<file path="src/rtl/dt_pkg.sv">
// Shared definitions for the decision-tree engine: width helpers, default sizes,
// node-word layout and FSM state encoding.
package dt_pkg;

    function automatic int width_of(input int n);
        return (n > 1) ? $clog2(n) : 1;
    endfunction

    localparam int DT_N_FEAT    = 51;
    localparam int DT_N_NODES   = 64;
    localparam int DT_N_CLASS   = 5;
    localparam int DT_MAX_DEPTH = 16;

    localparam int DT_FIDX_W  = width_of(DT_N_FEAT);
    localparam int DT_ADDR_W  = width_of(DT_N_NODES);
    localparam int DT_CLS_W   = width_of(DT_N_CLASS);
    localparam int DT_DEPTH_W = width_of(DT_MAX_DEPTH + 1);
    localparam int DT_NODE_W  = 1 + DT_FIDX_W + 2 * DT_ADDR_W;

    // Node word, MSB first: {internal, fidx, t_child, f_child}
    localparam int DT_F_CHILD_LSB = 0;
    localparam int DT_T_CHILD_LSB = DT_ADDR_W;
    localparam int DT_FIDX_LSB    = 2 * DT_ADDR_W;
    localparam int DT_INT_BIT     = 2 * DT_ADDR_W + DT_FIDX_W;

    typedef struct packed {
        logic                 internal;
        logic [DT_FIDX_W-1:0] fidx;
        logic [DT_ADDR_W-1:0] t_child;
        logic [DT_ADDR_W-1:0] f_child;
    } node_t;

    typedef enum logic [1:0] {
        ST_IDLE = 2'd0,
        ST_WALK = 2'd1,
        ST_DONE = 2'd2
    } state_t;

endpackage

</file>
<file path="src/rtl/dt_node_table.sv">
// Register-array node memory: synchronous clear on reset, one write port,
// one combinational read port.
module dt_node_table
    import dt_pkg::*;
#(
    parameter int N_NODES = DT_N_NODES,
    parameter int ADDR_W  = DT_ADDR_W,
    parameter int NODE_W  = DT_NODE_W
) (
    input  logic              clk,
    input  logic              rst,
    input  logic              we,
    input  logic [ADDR_W-1:0] waddr,
    input  logic [NODE_W-1:0] wdata,
    input  logic [ADDR_W-1:0] raddr,
    output logic [NODE_W-1:0] rdata
);

    logic [NODE_W-1:0] mem [N_NODES];

    always_ff @(posedge clk) begin
        if (rst) begin
            for (int i = 0; i < N_NODES; i++) begin
                mem[i] <= '0;
            end
        end else if (we) begin
            mem[waddr] <= wdata;
        end
    end

    assign rdata = mem[raddr];

endmodule

</file>
<file path="src/rtl/dt_tree_engine.sv">
// Sequential decision-tree walker: one node per cycle from a loadable node table.
// Optional macro DT_DEPTH_OUT_EN adds the out_depth port (nodes visited per walk).
module dt_tree_engine
    import dt_pkg::*;
#(
    parameter int N_FEAT    = DT_N_FEAT,
    parameter int N_NODES   = DT_N_NODES,
    parameter int N_CLASS   = DT_N_CLASS,
    parameter int MAX_DEPTH = DT_MAX_DEPTH,
    parameter int ROOT      = 0,
    localparam int FIDX_W   = width_of(N_FEAT),
    localparam int ADDR_W   = width_of(N_NODES),
    localparam int CLS_W    = width_of(N_CLASS),
    localparam int DEPTH_W  = width_of(MAX_DEPTH + 1),
    localparam int NODE_W   = 1 + FIDX_W + 2 * ADDR_W
) (
    input  logic              clk,
    input  logic              rst,
    input  logic              in_valid,
    output logic              in_ready,
    input  logic [N_FEAT-1:0] in_feat,
    output logic              out_valid,
    input  logic              out_ready,
    output logic [CLS_W-1:0]  out_class,
    output logic              out_err,
    input  logic              cfg_we,
    input  logic [ADDR_W-1:0] cfg_addr,
    input  logic [NODE_W-1:0] cfg_data,
    output logic              cfg_ready
`ifdef DT_DEPTH_OUT_EN
    ,
    output logic [DEPTH_W-1:0] out_depth
`endif
);

    localparam logic [ADDR_W-1:0]  ROOT_A     = ADDR_W'(ROOT % N_NODES);
    localparam logic [FIDX_W:0]    FEAT_LIM   = (FIDX_W + 1)'(N_FEAT);
    localparam logic [ADDR_W:0]    NODE_LIM   = (ADDR_W + 1)'(N_NODES);
    localparam logic [DEPTH_W-1:0] LAST_STEP  = DEPTH_W'(MAX_DEPTH - 1);
    localparam logic [DEPTH_W-1:0] FULL_DEPTH = DEPTH_W'(MAX_DEPTH);

    state_t              state;
    logic [N_FEAT-1:0]   feat_q;
    logic [ADDR_W-1:0]   node;
    logic [DEPTH_W-1:0]  step;
    logic [NODE_W-1:0]   node_word;
    logic                nd_internal;
    logic [FIDX_W-1:0]   nd_fidx;
    logic [ADDR_W-1:0]   nd_t;
    logic [ADDR_W-1:0]   nd_f;
    logic                feat_bit;
    logic [ADDR_W-1:0]   child;
    logic [ADDR_W-1:0]   next_node;

    dt_node_table #(
        .N_NODES (N_NODES),
        .ADDR_W  (ADDR_W),
        .NODE_W  (NODE_W)
    ) u_table (
        .clk   (clk),
        .rst   (rst),
        .we    (cfg_we && (state == ST_IDLE)),
        .waddr (cfg_addr),
        .wdata (cfg_data),
        .raddr (node),
        .rdata (node_word)
    );

    assign nd_internal = node_word[NODE_W-1];
    assign nd_fidx     = node_word[2*ADDR_W +: FIDX_W];
    assign nd_t        = node_word[ADDR_W +: ADDR_W];
    assign nd_f        = node_word[0 +: ADDR_W];

    // Out-of-range feature indices fall back to bit 0; child addresses wrap
    // modulo N_NODES (one subtraction suffices since child < 2*N_NODES).
    always_comb begin
        feat_bit = feat_q[0];
        if ({1'b0, nd_fidx} < FEAT_LIM) begin
            feat_bit = feat_q[nd_fidx];
        end
        child     = feat_bit ? nd_t : nd_f;
        next_node = child;
        if ({1'b0, child} >= NODE_LIM) begin
            next_node = child - NODE_LIM[ADDR_W-1:0];
        end
    end

    always_ff @(posedge clk) begin
        if (rst) begin
            state     <= ST_IDLE;
            in_ready  <= 1'b1;
            cfg_ready <= 1'b1;
            out_valid <= 1'b0;
            out_class <= '0;
            out_err   <= 1'b0;
            feat_q    <= '0;
            node      <= ROOT_A;
            step      <= '0;
`ifdef DT_DEPTH_OUT_EN
            out_depth <= '0;
`endif
        end else begin
            case (state)
                ST_IDLE: begin
                    if (in_valid) begin
                        feat_q    <= in_feat;
                        node      <= ROOT_A;
                        step      <= '0;
                        in_ready  <= 1'b0;
                        cfg_ready <= 1'b0;
                        state     <= ST_WALK;
                    end
                end
                ST_WALK: begin
                    if (!nd_internal) begin
                        out_class <= nd_t[CLS_W-1:0];
                        out_err   <= 1'b0;
`ifdef DT_DEPTH_OUT_EN
                        out_depth <= step + 1'b1;
`endif
                        state     <= ST_DONE;
                    end else if (step == LAST_STEP) begin
                        out_class <= '0;
                        out_err   <= 1'b1;
`ifdef DT_DEPTH_OUT_EN
                        out_depth <= FULL_DEPTH;
`endif
                        state     <= ST_DONE;
                    end else begin
                        node <= next_node;
                        step <= step + 1'b1;
                    end
                end
                // Result is raised one cycle after entering DONE, then held
                // until the consumer takes it.
                ST_DONE: begin
                    if (!out_valid) begin
                        out_valid <= 1'b1;
                    end else if (out_ready) begin
                        out_valid <= 1'b0;
                        in_ready  <= 1'b1;
                        cfg_ready <= 1'b1;
                        state     <= ST_IDLE;
                    end
                end
                default: state <= ST_IDLE;
            endcase
        end
    end

`ifndef DT_DEPTH_OUT_EN
    logic unused_full_depth;
    assign unused_full_depth = ^FULL_DEPTH;
`endif

endmodule

</file>
<file path="config.mk">
export PLATFORM = sky130hd
export DESIGN_NAME = dt_tree_engine
export DESIGN_NICKNAME = d
export VERILOG_FILES = /design/src/rtl/dt_pkg.sv /design/src/rtl/dt_node_table.sv /design/src/rtl/dt_tree_engine.sv
export SDC_FILE = /design/constraint.sdc
export NUM_CORES = 2
export LEC_CHECK = 0
export BUFFER_PORTS_ARGS = -buffer_cell sky130_fd_sc_hd__buf_2
export CORE_ASPECT_RATIO = 0.5
export CORE_MARGIN = 10
export CORE_UTILIZATION = 59
export CTS_BUF_LIST = sky130_fd_sc_hd__clkbuf_8
export CTS_CLUSTER_DIAMETER = 150
export CTS_CLUSTER_SIZE = 12
export DETAILED_ROUTE_END_ITERATION = 6
export PLACE_DENSITY = 0.78
export SLEW_MARGIN = 0
export SYNTH_ARGS = -nofsm -noshare
export SYNTH_HDL_FRONTEND = slang
export SYNTH_SLANG_ARGS = --single-unit
</file>
<file path="constraint.sdc">
create_clock -name clk -period 3.5 [get_ports clk]
set_clock_uncertainty 0.1 [all_clocks]
set_input_delay 0.7 -clock clk [delete_from_list [all_inputs] [get_ports clk]]
set_output_delay 0.7 -clock clk [all_outputs]
set_load 0.01 [all_outputs]
</file>
# After elaboration in Yosys (flattened, before gate mapping)
# Memories as Yosys holds them, arrays and structs flattened. A register that Yosys moved wholly into a read port is not among the register bits.
# Cells that the tools add are included.
dict set report word_totals {
  ram_bits 1216
  out_inout_bits 7
  n_memories 1
  wordCells 70
  regBits 70
}
# memory depth word_bits read_ports rd_ports_with_merged_regs write_ports line
set memory_table {}
lappend memory_table {u_table.mem 64 19 1 1 64 dt_node_table.sv:19} ;# logic [NODE_W-1:0] mem [N_NODES];
dict set report op_classes {
  add_sub_neg 1
  eq_ne 10
  n_mux 38
  n_lt_le_gt_ge 2
  reduce_logical 10
}
# op count
set ops {}
lappend ops {{$mux W6} 7}
lappend ops {{$mux W19} 1}
lappend ops {{$reduce_or A19 Y1} 1}
lappend ops {{$mux W1} 15}
lappend ops {{$mux W5} 3}
lappend ops {{$pmux W6 S2} 1}
lappend ops {{$reduce_and A4 Y1} 3}
lappend ops {{$mux W2} 5}
lappend ops {{$ne A2 B2 Y1 const B} 5}
lappend ops {{$pmux W5 S2} 1}
lappend ops {{$lt A6 B7 Y1 const B} 1}
lappend ops {{$bmux W1 S6} 1}
lappend ops {{$lt A6 B6 Y1 const B} 1}
lappend ops {{$mux W3} 2}
lappend ops {{$pmux W2 S3} 1}
lappend ops {{$add A5 B1 Y5 const B} 1}
lappend ops {{$eq A5 B4 Y1 const B} 1}
lappend ops {{$reduce_and A2 Y1} 2}
lappend ops {{$reduce_bool A2 Y1} 2}
lappend ops {{$ne A3 B3 Y1 const B} 1}
lappend ops {{$eq A2 B1 Y1 const B} 1}
lappend ops {{$eq A2 B2 Y1 const B} 1}
lappend ops {{$logic_not A2 Y1} 1}
lappend ops {{$ne A2 B1 Y1 const B} 1}
lappend ops {{other kinds (2)} 2}

# Logic depth before layout (Yosys ltp)
dict set report depth {
  depth_word 9
  mapped_depth 16
  ltp_nobuf 11
}

# Hierarchy
# A second synthesis with hierarchy kept.
dict set report hier_totals {
  cells_unflattened 3952
  hier_area_um2 58539.9
}
# module cells_each n_inst area_each_um2
set modules_own_cells {}
lappend modules_own_cells {dt_node_table 3582 1 55414.4}
lappend modules_own_cells {dt_tree_engine 370 1 3125.5}

# Worst setup path after synthesis
# OpenSTA, ideal clock, no wires.
dict set report synth_path {
  path_type {reg2reg}
  startpoint {reg with a tool-made name}
  endpoint {reg with a tool-made name}
  slack_ns -0.223
  setup_time_ns 0.125
  stages_incl_launch_ff 13
  period_less_slack_ns 3.723
  arrival_time_ns 3.498
  cell_sequence {dfxtp_1 > buf_2 > buf_2 > buf_2 > clkbuf_1 > mux4_2 > mux4_2 > mux4_2 > a31oi_1 > nand4_1 > o32ai_4 > mux2i_1 > o21ai_1}
}

==> impl_metrics.yaml <==
logic_synthesis:
  synth_enable_flop_cells: 1216
  synth_sequential_area_ratio_pct: 64.5
  postSynthRegisterBits: 1292
  post_synth_most_frequent_cells: "sky130_fd_sc_hd__and2_1, sky130_fd_sc_hd__edfxtp_1, sky130_fd_sc_hd__mux4_2"
  synthFlopType: "sky130_fd_sc_hd__edfxtp_1"
  synth.most_common_cell: "sky130_fd_sc_hd__and2_1"
  synth_async_sr_flop_share_pct: 0
  synth_area_leaders: "sky130_fd_sc_hd__edfxtp_1, sky130_fd_sc_hd__and2_1, sky130_fd_sc_hd__mux4_2, sky130_fd_sc_hd__dfxtp_1, sky130_fd_sc_hd__clkbuf_1"
  netlist.area_leader.share_pct: 61.9
  syn-mean-instance-area_sq_um: 15.3
  synth_area_sq_um: 59000
  yosys_warnings: 0
  yosys.area.top_type: "sky130_fd_sc_hd__edfxtp_1"
  synth.lib_cells_used.distinct: 72
  syn-instance-count: 3845
  postSynthNetCount: 3928
worst_setup_path:
  end_kind: "flop"
  cpMaxStageDelayCell: "sky130_fd_sc_hd__nor2b_2"
  cp_delay_by_family_top: "compound AO/OA/AOI/OAI gates"
  worstPathCellList: "buf_4 > nor2b_2 > a22oi_1 > a21oi_1 > a2111o_1 > o21ai_4 > buf_4 > buf_4 > o211ai_1 > nand4_1 > o32ai_4 > buf_12 > mux2i_1 > o21ai_1"
  timing.critical_path.arrival_ns: 4.71
  required_ns: 4.14
  setup.worst_path.class: "reg -> reg"
  worstSetupStartpointType: "flop"
  timing.critical_path.buf_inv: 4
  cp_common_cell: "sky130_fd_sc_hd__buf_4"
  critPathMaxStageDelay_ns: 0.60
  critical_path_peak_fanout: 6
power_and_ir_drop:
  comb_power_share_pct: 8.6
  internal_power_mw: 21.5
  proportion_of_total_power_due_to_net_switching_pct: 23.8
  cellPowerDensity_nw_per_um2: 431
  peakVddDrop_mv: 0.298
  p_leak_nw: 23.8
  netSwitchingPower_mw: 6.70
  seqPwrFrac_pct: 62.4
  power.share.clock_pct: 29.0
timing:
  post-route-worst-setup-slack_ns: -0.565
  timing.final.setup_violations: 23
  worstMarginPinSlew_ns: 1.27
  period_needed_ns: 4.06
  final.hold.worst_slack_ns: 0.0439
  slew-limit-headroom_pct: 15.4
  finalHoldViolations: 0
  final.setup.tns_ns: -8.82
  clock.fmax_mhz: 246
  grt_setup_unrepaired: "yes"
  slew_violations: 0
  final.period_utilization_pct: 116
floorplan:
  die_outline_height_um: 244
  core_area_sq_um: 98500
  die_x_um: 467
  floorplan_die_area_sq_um: 114000
  rows: 81
  top_level_ports: 88
  initial_utilization_pct: 59.9
clock_network:
  clock_path_buffers: 3
  clk_lat_worst_skew_ns: 0.87
  cts_root_buffer: "sky130_fd_sc_hd__clkbuf_8"
  clock-sinks: 1292
  cts_inserted_buffers: 117
  cts.htree.levels: 3
  cts.reportedPaths.clkPinSlew_ns: 0.09
  tritoncts: "built"
route:
  route.vias.total: 34599
  routed_wirelength_um: 162000
  drt_first_iter_violations: 5146
  firstDrtPassIters: 6
  avgViaCountPerCell: 6.40
  ant_nets: 0
  routed_wire_length_per_instance_um: 30.0
  route.detailed.drc: 0
run_status:
  failed_checks: "negative setup slack"
  run_status: "finished with violations"
finish:
  num-fill-cells: 6596
  nets: 4109
  fraction_of_layout_cells_with_a_size_suffix_above_1_pct: 25.2
  area_delta_synth_final_pct: 10.7
grt:
  maximum_number_of_pins_on_one_net_before_global_route_repair: 67
  grt_usage_pct: 28.3
  first_global_vias: 34026
  antenna_found_initial: 19
  grt_pass1_wl_um: 236000
  grt.overflow.total: 0
placement:
  detailedPlace.worstSlack_ns: -0.854
  finalWeightedCongestion: 0.941
  buffers_added_on_ports: 87
  hpwlAfterDp_um: 105000
job:
  cap_viol_max_count: 0
worst_hold_path:
  min_path_type: "in -> reg"
state kept, by name, summed over array words and instances (netlist names), named ones only:
name	count
feat_q	51
u_table.mem	1216
state	2
out_err	1
step	5
node	6
out_class	3
out_valid	1
cfg_ready	1
what timing repair did:
action / 4_1_cts / 5_1_grt
endpoints found under the hold margin: 34 / 0
buffers inserted: 29 / 18
hold buffers: 34 / 0
pin swaps: 28 / 20
gates cloned: 4 / 1
endpoints found under the setup margin: 23 / 23
resized for setup: 100 / 23
worst reg2reg max path: stages (launching register included):
cell and delay [ns]:
sky130_fd_sc_hd__dfxtp_4 0.42, sky130_fd_sc_hd__buf_4 0.18, sky130_fd_sc_hd__nor2b_2 0.60, sky130_fd_sc_hd__a22oi_1 0.24, sky130_fd_sc_hd__a21oi_1 0.41, sky130_fd_sc_hd__a2111o_1 0.33
sky130_fd_sc_hd__o21ai_4 0.13, sky130_fd_sc_hd__buf_4 0.18, sky130_fd_sc_hd__buf_4 0.14, sky130_fd_sc_hd__o211ai_1 0.18, sky130_fd_sc_hd__nand4_1 0.18, sky130_fd_sc_hd__o32ai_4 0.35
sky130_fd_sc_hd__buf_12 0.18, sky130_fd_sc_hd__mux2i_1 0.23, sky130_fd_sc_hd__o21ai_1 0.10
cell type report:
type / count / area, sq um / share of cell area (%)
multi-input combinational: 2149 / 19600 / 30.0
timing repair buffer: 456 / 4150 / 6.35
clock buffer: 120 / 1650 / 2.53
antenna: 16 / 40.0 / 0.0613
clock inverter: 38 / 185 / 0.283
sequential: 1292 / 38000 / 58.2
inverter: 10 / 37.5 / 0.0574
tap: 1328 / 1660 / 2.54
cells by family (layout without fill, tap and decap cells):
logic type                 count (synthesis)  in the layout  synth area share [%]
buffers and inverters                    404            624                  2.94
xor gates and xnor gates                   2              2                0.0297
and+or+nand+nor                         1577           1577                  15.7
AOI/OAI and AO/OA                        143            143                  1.62
adders and majority gates                  2              2                0.0424
DFF                                     1292           1292                  64.5
muxes                                    425            425                  15.2
other                                      0             16                     0
power by group through the flow:
stage	Clock (mW)	Combinational (mW)	Sequential, mW
after detailed placement	0	2.22	17.9
after global routing	8.77	2.52	17.6
final	8.18	2.42	17.6
after CTS	8.17	2.35	17.6
after floorplan	0	1.26	17.8
after global placement	0	2.18	17.9
layout by cell type (no fill, tap or decap), types with 5 or more instances in the layout:
master,instances
sky130_fd_sc_hd__diode_2,16
sky130_fd_sc_hd__a22oi_1,10
sky130_fd_sc_hd__o21ai_1,7
sky130_fd_sc_hd__buf_12,54
sky130_fd_sc_hd__mux2i_1,45
sky130_fd_sc_hd__mux4_1,25
sky130_fd_sc_hd__buf_4,261
sky130_fd_sc_hd__nand3_1,12
sky130_fd_sc_hd__buf_2,86
sky130_fd_sc_hd__inv_1,41
sky130_fd_sc_hd__nor2_1,83
sky130_fd_sc_hd__mux4_2,342
sky130_fd_sc_hd__clkbuf_8,120
sky130_fd_sc_hd__dlygate4sd3_1,34
sky130_fd_sc_hd__and2_1,1219
sky130_fd_sc_hd__a21oi_1,61
sky130_fd_sc_hd__nor2b_1,7
sky130_fd_sc_hd__a2111oi_4,5
sky130_fd_sc_hd__buf_6,13
sky130_fd_sc_hd__mux2_2,10
sky130_fd_sc_hd__o211ai_1,5
sky130_fd_sc_hd__a211oi_2,5
sky130_fd_sc_hd__or2_2,64
sky130_fd_sc_hd__nand2_1,142
sky130_fd_sc_hd__nand4_1,8
sky130_fd_sc_hd__dfxtp_1,73
sky130_fd_sc_hd__edfxtp_1,1216
metal layers:
metal	track usage (%)	up-vias	wire (um)
met5	0	-	79
met4	8.61	14	5450
met3	11.0	345	25300
met2	41.4	2236	71800
met1	39.2	17662	59500
li1	-	14342	-
stage by stage:
| stage | cells | util (%) | power, mW | area (sq um) |
|---|---|---|---|---|
| floorplan | 3845 | - | 19.1 | 59200 |
| global placement | 5152 | 63.0 | 20.1 | 62100 |
| detailed placement | 5152 | 63.0 | 20.1 | 62100 |
| CTS | 5376 | 66.1 | 28.1 | 65100 |
| global route | 5399 | 66.3 | 28.9 | 65300 |
| finish | 5409 | 66.3 | 28.2 | 65300 |
worst paths after layout:
kind | start | end | slack (ns) | cells past startpoint
min reg2reg | node[4] | flop | 0.36 | 2
max | flop | flop | -0.56 | 14
max reg2reg | flop | flop | -0.56 | 14
min | in_feat[37] | feat_q[37] | 0.04 | 3
Note: power is estimated with default switching activity, not from simulation.
